==> config.mk <==
export PLATFORM = sky130hd
export DESIGN_NAME = mem_arbiter8
export DESIGN_NICKNAME = d
export VERILOG_FILES = /design/src/rtl/mem_arbiter8.sv
export SDC_FILE = /design/constraint.sdc
export NUM_CORES = 1
export LEC_CHECK = 0
export ABC_CLOCK_PERIOD_IN_PS = 1300
export BUFFER_PORTS_ARGS = -buffer_cell sky130_fd_sc_hd__buf_2
export CORE_MARGIN = 3
export CORE_UTILIZATION = 41
export CTS_BUF_LIST = sky130_fd_sc_hd__clkbuf_16
export CTS_CLUSTER_SIZE = 40
export DETAILED_ROUTE_END_ITERATION = 10
export PLACE_DENSITY_LB_ADDON = 0.12
export REMOVE_ABC_BUFFERS = 1
export SYNTH_ARGS = -nofsm -noshare
export SYNTH_HDL_FRONTEND = slang
export SYNTH_SLANG_ARGS = --single-unit
==> constraint.sdc <==
create_clock -name clk -period 1.3 [get_ports clk]
set_input_delay 0.13 -clock clk [delete_from_list [all_inputs] [get_ports clk]]
set_output_delay 0.13 -clock clk [all_outputs]
set_load 0.02 [all_outputs]
==> src/rtl/mem_arbiter8.sv <==
// mem_arbiter8: shares one memory port between fetch (I) and data (D) requesters, D-priority with a fetch-starvation limit.
// Optional grant counters enabled by defining ARB_STATS_EN.
module mem_arbiter8 #(
  parameter int AW = 8,
  parameter int MEM_LATENCY = 2,
  parameter int MAX_D_STREAK = 3
) (
  input  logic          clk,
  input  logic          master_reset,
  input  logic          i_req,
  input  logic [AW-1:0] i_addr,
  output logic          i_ack,
  output logic [7:0]    i_rdata,
  input  logic          d_req,
  input  logic          d_we,
  input  logic [AW-1:0] d_addr,
  input  logic [7:0]    d_wdata,
  output logic          d_ack,
  output logic [7:0]    d_rdata,
  output logic          mem_en,
  output logic          mem_we,
  output logic [AW-1:0] mem_addr,
  output logic [7:0]    mem_wdata,
  input  logic [7:0]    mem_rdata,
  output logic          busy
`ifdef ARB_STATS_EN
  ,
  output logic [15:0]   i_grant_cnt,
  output logic [15:0]   d_grant_cnt
`endif
);
  localparam int SW = $clog2(MAX_D_STREAK + 1);
  localparam int LW = MEM_LATENCY > 1 ? $clog2(MEM_LATENCY) : 1;
  typedef enum logic [1:0] {IDLE, ACCESS, WAIT, RESP} state_t;
  state_t state_q, state_d;
  logic owner_q, owner_d, we_q, we_d;
  logic [AW-1:0] addr_q, addr_d;
  logic [7:0] wdata_q, wdata_d, i_rdata_q, i_rdata_d, d_rdata_q, d_rdata_d;
  logic [SW-1:0] streak_q, streak_d;
  logic [LW-1:0] cnt_q, cnt_d;
  logic grant, d_win;
  assign grant = (state_q == IDLE) & (i_req | d_req);
  // D loses only when fetch has already waited through MAX_D_STREAK D grants
  assign d_win = d_req & ~(i_req & (streak_q == SW'(MAX_D_STREAK)));
  always_comb begin
    state_d = state_q;
    owner_d = owner_q;
    we_d = we_q;
    addr_d = addr_q;
    wdata_d = wdata_q;
    i_rdata_d = i_rdata_q;
    d_rdata_d = d_rdata_q;
    streak_d = streak_q;
    cnt_d = cnt_q;
    case (state_q)
      IDLE: if (grant) begin
        state_d = ACCESS;
        owner_d = d_win;
        we_d = d_win & d_we;
        addr_d = d_win ? d_addr : i_addr;
        wdata_d = d_wdata;
        streak_d = (d_win & i_req) ? streak_q + 1'b1 : '0;
      end
      ACCESS: begin
        state_d = we_q ? RESP : WAIT;
        cnt_d = '0;
      end
      WAIT: begin
        cnt_d = cnt_q + 1'b1;
        if (cnt_q == LW'(MEM_LATENCY - 1)) begin
          state_d = RESP;
          d_rdata_d = owner_q ? mem_rdata : d_rdata_q;
          i_rdata_d = owner_q ? i_rdata_q : mem_rdata;
        end
      end
      default: state_d = IDLE;
    endcase
  end
  always_ff @(posedge clk) begin
    if (master_reset) begin
      state_q <= IDLE;
      owner_q <= 1'b0;
      we_q <= 1'b0;
      addr_q <= '0;
      wdata_q <= '0;
      i_rdata_q <= '0;
      d_rdata_q <= '0;
      streak_q <= '0;
      cnt_q <= '0;
    end else begin
      state_q <= state_d;
      owner_q <= owner_d;
      we_q <= we_d;
      addr_q <= addr_d;
      wdata_q <= wdata_d;
      i_rdata_q <= i_rdata_d;
      d_rdata_q <= d_rdata_d;
      streak_q <= streak_d;
      cnt_q <= cnt_d;
    end
  end
  assign mem_en = state_q == ACCESS;
  assign mem_we = mem_en & we_q;
  assign mem_addr = addr_q;
  assign mem_wdata = wdata_q;
  assign busy = state_q != IDLE;
  assign i_ack = (state_q == RESP) & ~owner_q;
  assign d_ack = (state_q == RESP) & owner_q;
  assign i_rdata = i_rdata_q;
  assign d_rdata = d_rdata_q;
`ifdef ARB_STATS_EN
  logic [15:0] i_cnt_q, d_cnt_q;
  always_ff @(posedge clk) begin
    if (master_reset) begin
      i_cnt_q <= '0;
      d_cnt_q <= '0;
    end else begin
      if (grant & ~d_win & (i_cnt_q != 16'hFFFF)) i_cnt_q <= i_cnt_q + 1'b1;
      if (grant & d_win & (d_cnt_q != 16'hFFFF)) d_cnt_q <= d_cnt_q + 1'b1;
    end
  end
  assign i_grant_cnt = i_cnt_q;
  assign d_grant_cnt = d_cnt_q;
`endif
endmodule

==> metrics.yaml <==
drc: 0
grt_max_degree: 27
hold_class: "primary input to register"
p_per_area_nw_per_um2: 1779
max_stage_delay_ns: 0.32
n_antenna_cell: 0
required_ns: 1.17
finish.utilization: 0.6485
finalHoldViolCount: 0
crit_chain: "buf_6 -> ha_4 -> buf_6 -> and2_4 -> buf_6"
antenna_found_initial: 0
grt_pass1_wl_mm: 6.141
finalWeightedCongestion: 0.6643
clk_latency_ns: 0.27
syn_inst: 175
wl_per_cell_um: 12.24
dr.pass1.iters: 4
vias: 1498
grtUsageTotal: 0.1737
synth_seq_cells: 39
grt_pass1_vias: 1369
crit_path_end_kind: "primary output"
slew_headroom: 0.8141
rsz0062_at_grt: "true"
period_minus_slack_ns: 1.369
synth_area_leaders: "dfxtp_1 (49%), mux2i_1 (11%), nor2_1 (6.8%)"
h-tree-depth: 2
worstPathMaxFanout: 3
dpl.hpwl_mm: 2.729
p_leak_nw: 1.231
io_pins: 74
violations: "setup timing"
yosysSeqAreaShare: 0.4860
cts_tree: "yes"
maxCapViolations: 0
nFillCells: 338
start_util: 0.4323
r2r_setup_slack_ns: -0.02
worst_slew_pin_slew_ns: 0.2781
synth_area_um2: 1607
syn_avg_cell_area_um2: 9.180
via_per_inst: 4.848
cts_sinks: 39
critPathSlowestCell: "dfxtp_2"
fin_nets: 302
die_h_um: 68.60
post-synth-top-area-cell: "dfxtp_1"
outcome: "finished with violations"
critPathKind: "register to primary output"
clkSlewWorstSetupHoldPaths_ns: 0.06
setup_viol: 5
worst_slack_ns: -0.06898
worst_setup_path_start_kind: "register"
gr-total-overflow: 0
portBuffers: 73
slew_viol_final: 0
fin_worst_skew_ns: 0.005898
root_buffer: "clkbuf_16"
fin_crit_sh: 1.053
numCtsBuffers: 5
cts_hold_buf: 0
die_w_um: 68.60
drt_iter0_markers: 51
place_ws_ns: -0.2286
ys_warn_count: 0
coreArea_um2: 3716
clockBufferDepth: 2
hold_slack_ns: 0.09027
synth_cell_types: 30
arrival_ns: 1.24
die-area_um2: 4705
yosysTopAreaCellShare: 0.4860
drt-total-wl_mm: 3.781
area_delta_synth_final_pct: 50.00
num_rows: 22
layout-drive-gt1-share: 0.4483
clock.fmax_ghz: 0.7305
postRouteAntennaNets: 0
crit_top_cell: "buf_6"
peakVddDrop_mv: 0.6915
==> metrics by stage <==
stage | std cells | TNS [ns] | cell area [um^2] | power (W)
3_3_place_gp | 300 | -0.7687 | 2120 | 0.002943
5_1_grt | 309 | -2.351 | 2410 | 0.004557
2_1_floorplan | 166 | -5.043 | 1559 | 0.002333
3_5_place_dp | 300 | -1.371 | 2120 | 0.002956
6_report | 309 | -0.1920 | 2410 | 0.004288
4_1_cts | 309 | -0.1455 | 2350 | 0.004249
==> placed cells by master (no fill, tap or decap), types with 3 or more instances in the layout <==
| cell | instances |
|---|---|
| ha_4 | 3 |
| a21oi_1 | 17 |
| buf_12 | 3 |
| clkbuf_16 | 5 |
| buf_2 | 69 |
| mux2i_1 | 16 |
| inv_1 | 4 |
| nor2_1 | 29 |
| buf_6 | 6 |
| dfxtp_1 | 37 |
| a211oi_2 | 3 |
| nand2_1 | 24 |
| a211oi_1 | 6 |
| buf_4 | 9 |
==> registers in the layout, indices dropped and copies added, names as in the netlist <==
register and cells:
cnt_q 1, d_rdata 8, i_rdata 8, mem_addr 8, mem_wdata 8, owner_q 1, state_q 2, streak_q 2
we_q 1
==> path summary, 6_finish.rpt <==
check	start	to	cells past startpoint
max	state_q[0]	mem_we	5
min	d_wdata[7]	mem_wdata[7]	3
max reg2reg	state_q[0]	state_q[0]	5
min reg2reg	mem_wdata[7]	mem_wdata[7]	2
==> logic make-up (layout without fill, tap and decap cells) <==
logic type | Yosys count | after routing | share of synthesized area
DFF | 39 | 39 | 0.4860
adders and majority gates | 5 | 5 | 0.03894
and+or+nand+nor | 64 | 64 | 0.1745
AOI/OAI and AO/OA | 37 | 37 | 0.1558
buffers and inverters | 13 | 99 | 0.03893
muxes | 17 | 17 | 0.1059
==> critical path, delay by kind of cell, from the launching register on <==
family / cells / cell delay (ns)
adders and majority gates: 1 / 0.15
buffers and inverters: 3 / 0.35
DFF: 1 / 0.32
and+or+nand+nor: 1 / 0.15
==> metal layers <==
metal | routed length [um] | up-vias | global-route usage
met2 | 1786 | 55 | 0.2896
li1 | - | 767 | -
met1 | 1612 | 674 | 0.2116
met3 | 360 | 2 | 0.04700
met4 | 22 | 0 | 0.06700
met5 | 0 | - | 0
==> report_power, final <==
group | internal [W] | switching (W) | leakage (nW)
clock | 0.000698 | 0.000438 | 0.0710
sequential | 0.00141 | 0.000128 | 0.320
combinational | 0.000743 | 0.000871 | 0.841
==> cell usage after synthesis, drive strengths merged <==
master,count
a32oi,1
nand2,24
nor4,1
nor3b,1
o21ai,2
a21boi,1
o41ai,1
and3b,1
inv,4
nand3b,1
mux2i,17
a21oi,17
dfxtp,39
a22oi,2
a21bo,1
o21ba,1
ha,5
clkbuf,2
and2,2
nand3,1
nor2b,3
nor2,29
a211oi,9
and4b,1
o21a,2
buf,7
==> timing repair <==
item / in CTS / in global routing
resized for setup: 22 / 14
setup endpoints to repair: 26 / 33
setup buffers: 1 / 0
pin swaps: 3 / 2
==> area by class of cell <==
cell class | instances | area [um^2] | share of cell area
Multi-Input combinational cell | 123 | 867.1 | 0.3598
Timing Repair Buffer | 87 | 540.5 | 0.2243
Tap cell | 48 | 60.06 | 0.02492
Clock buffer | 5 | 125.1 | 0.05192
Sequential cell | 39 | 785.8 | 0.3261
Inverter | 4 | 15.01 | 0.006231
Clock inverter | 3 | 16.27 | 0.006750
Note: power is estimated with default switching activity, not from simulation.
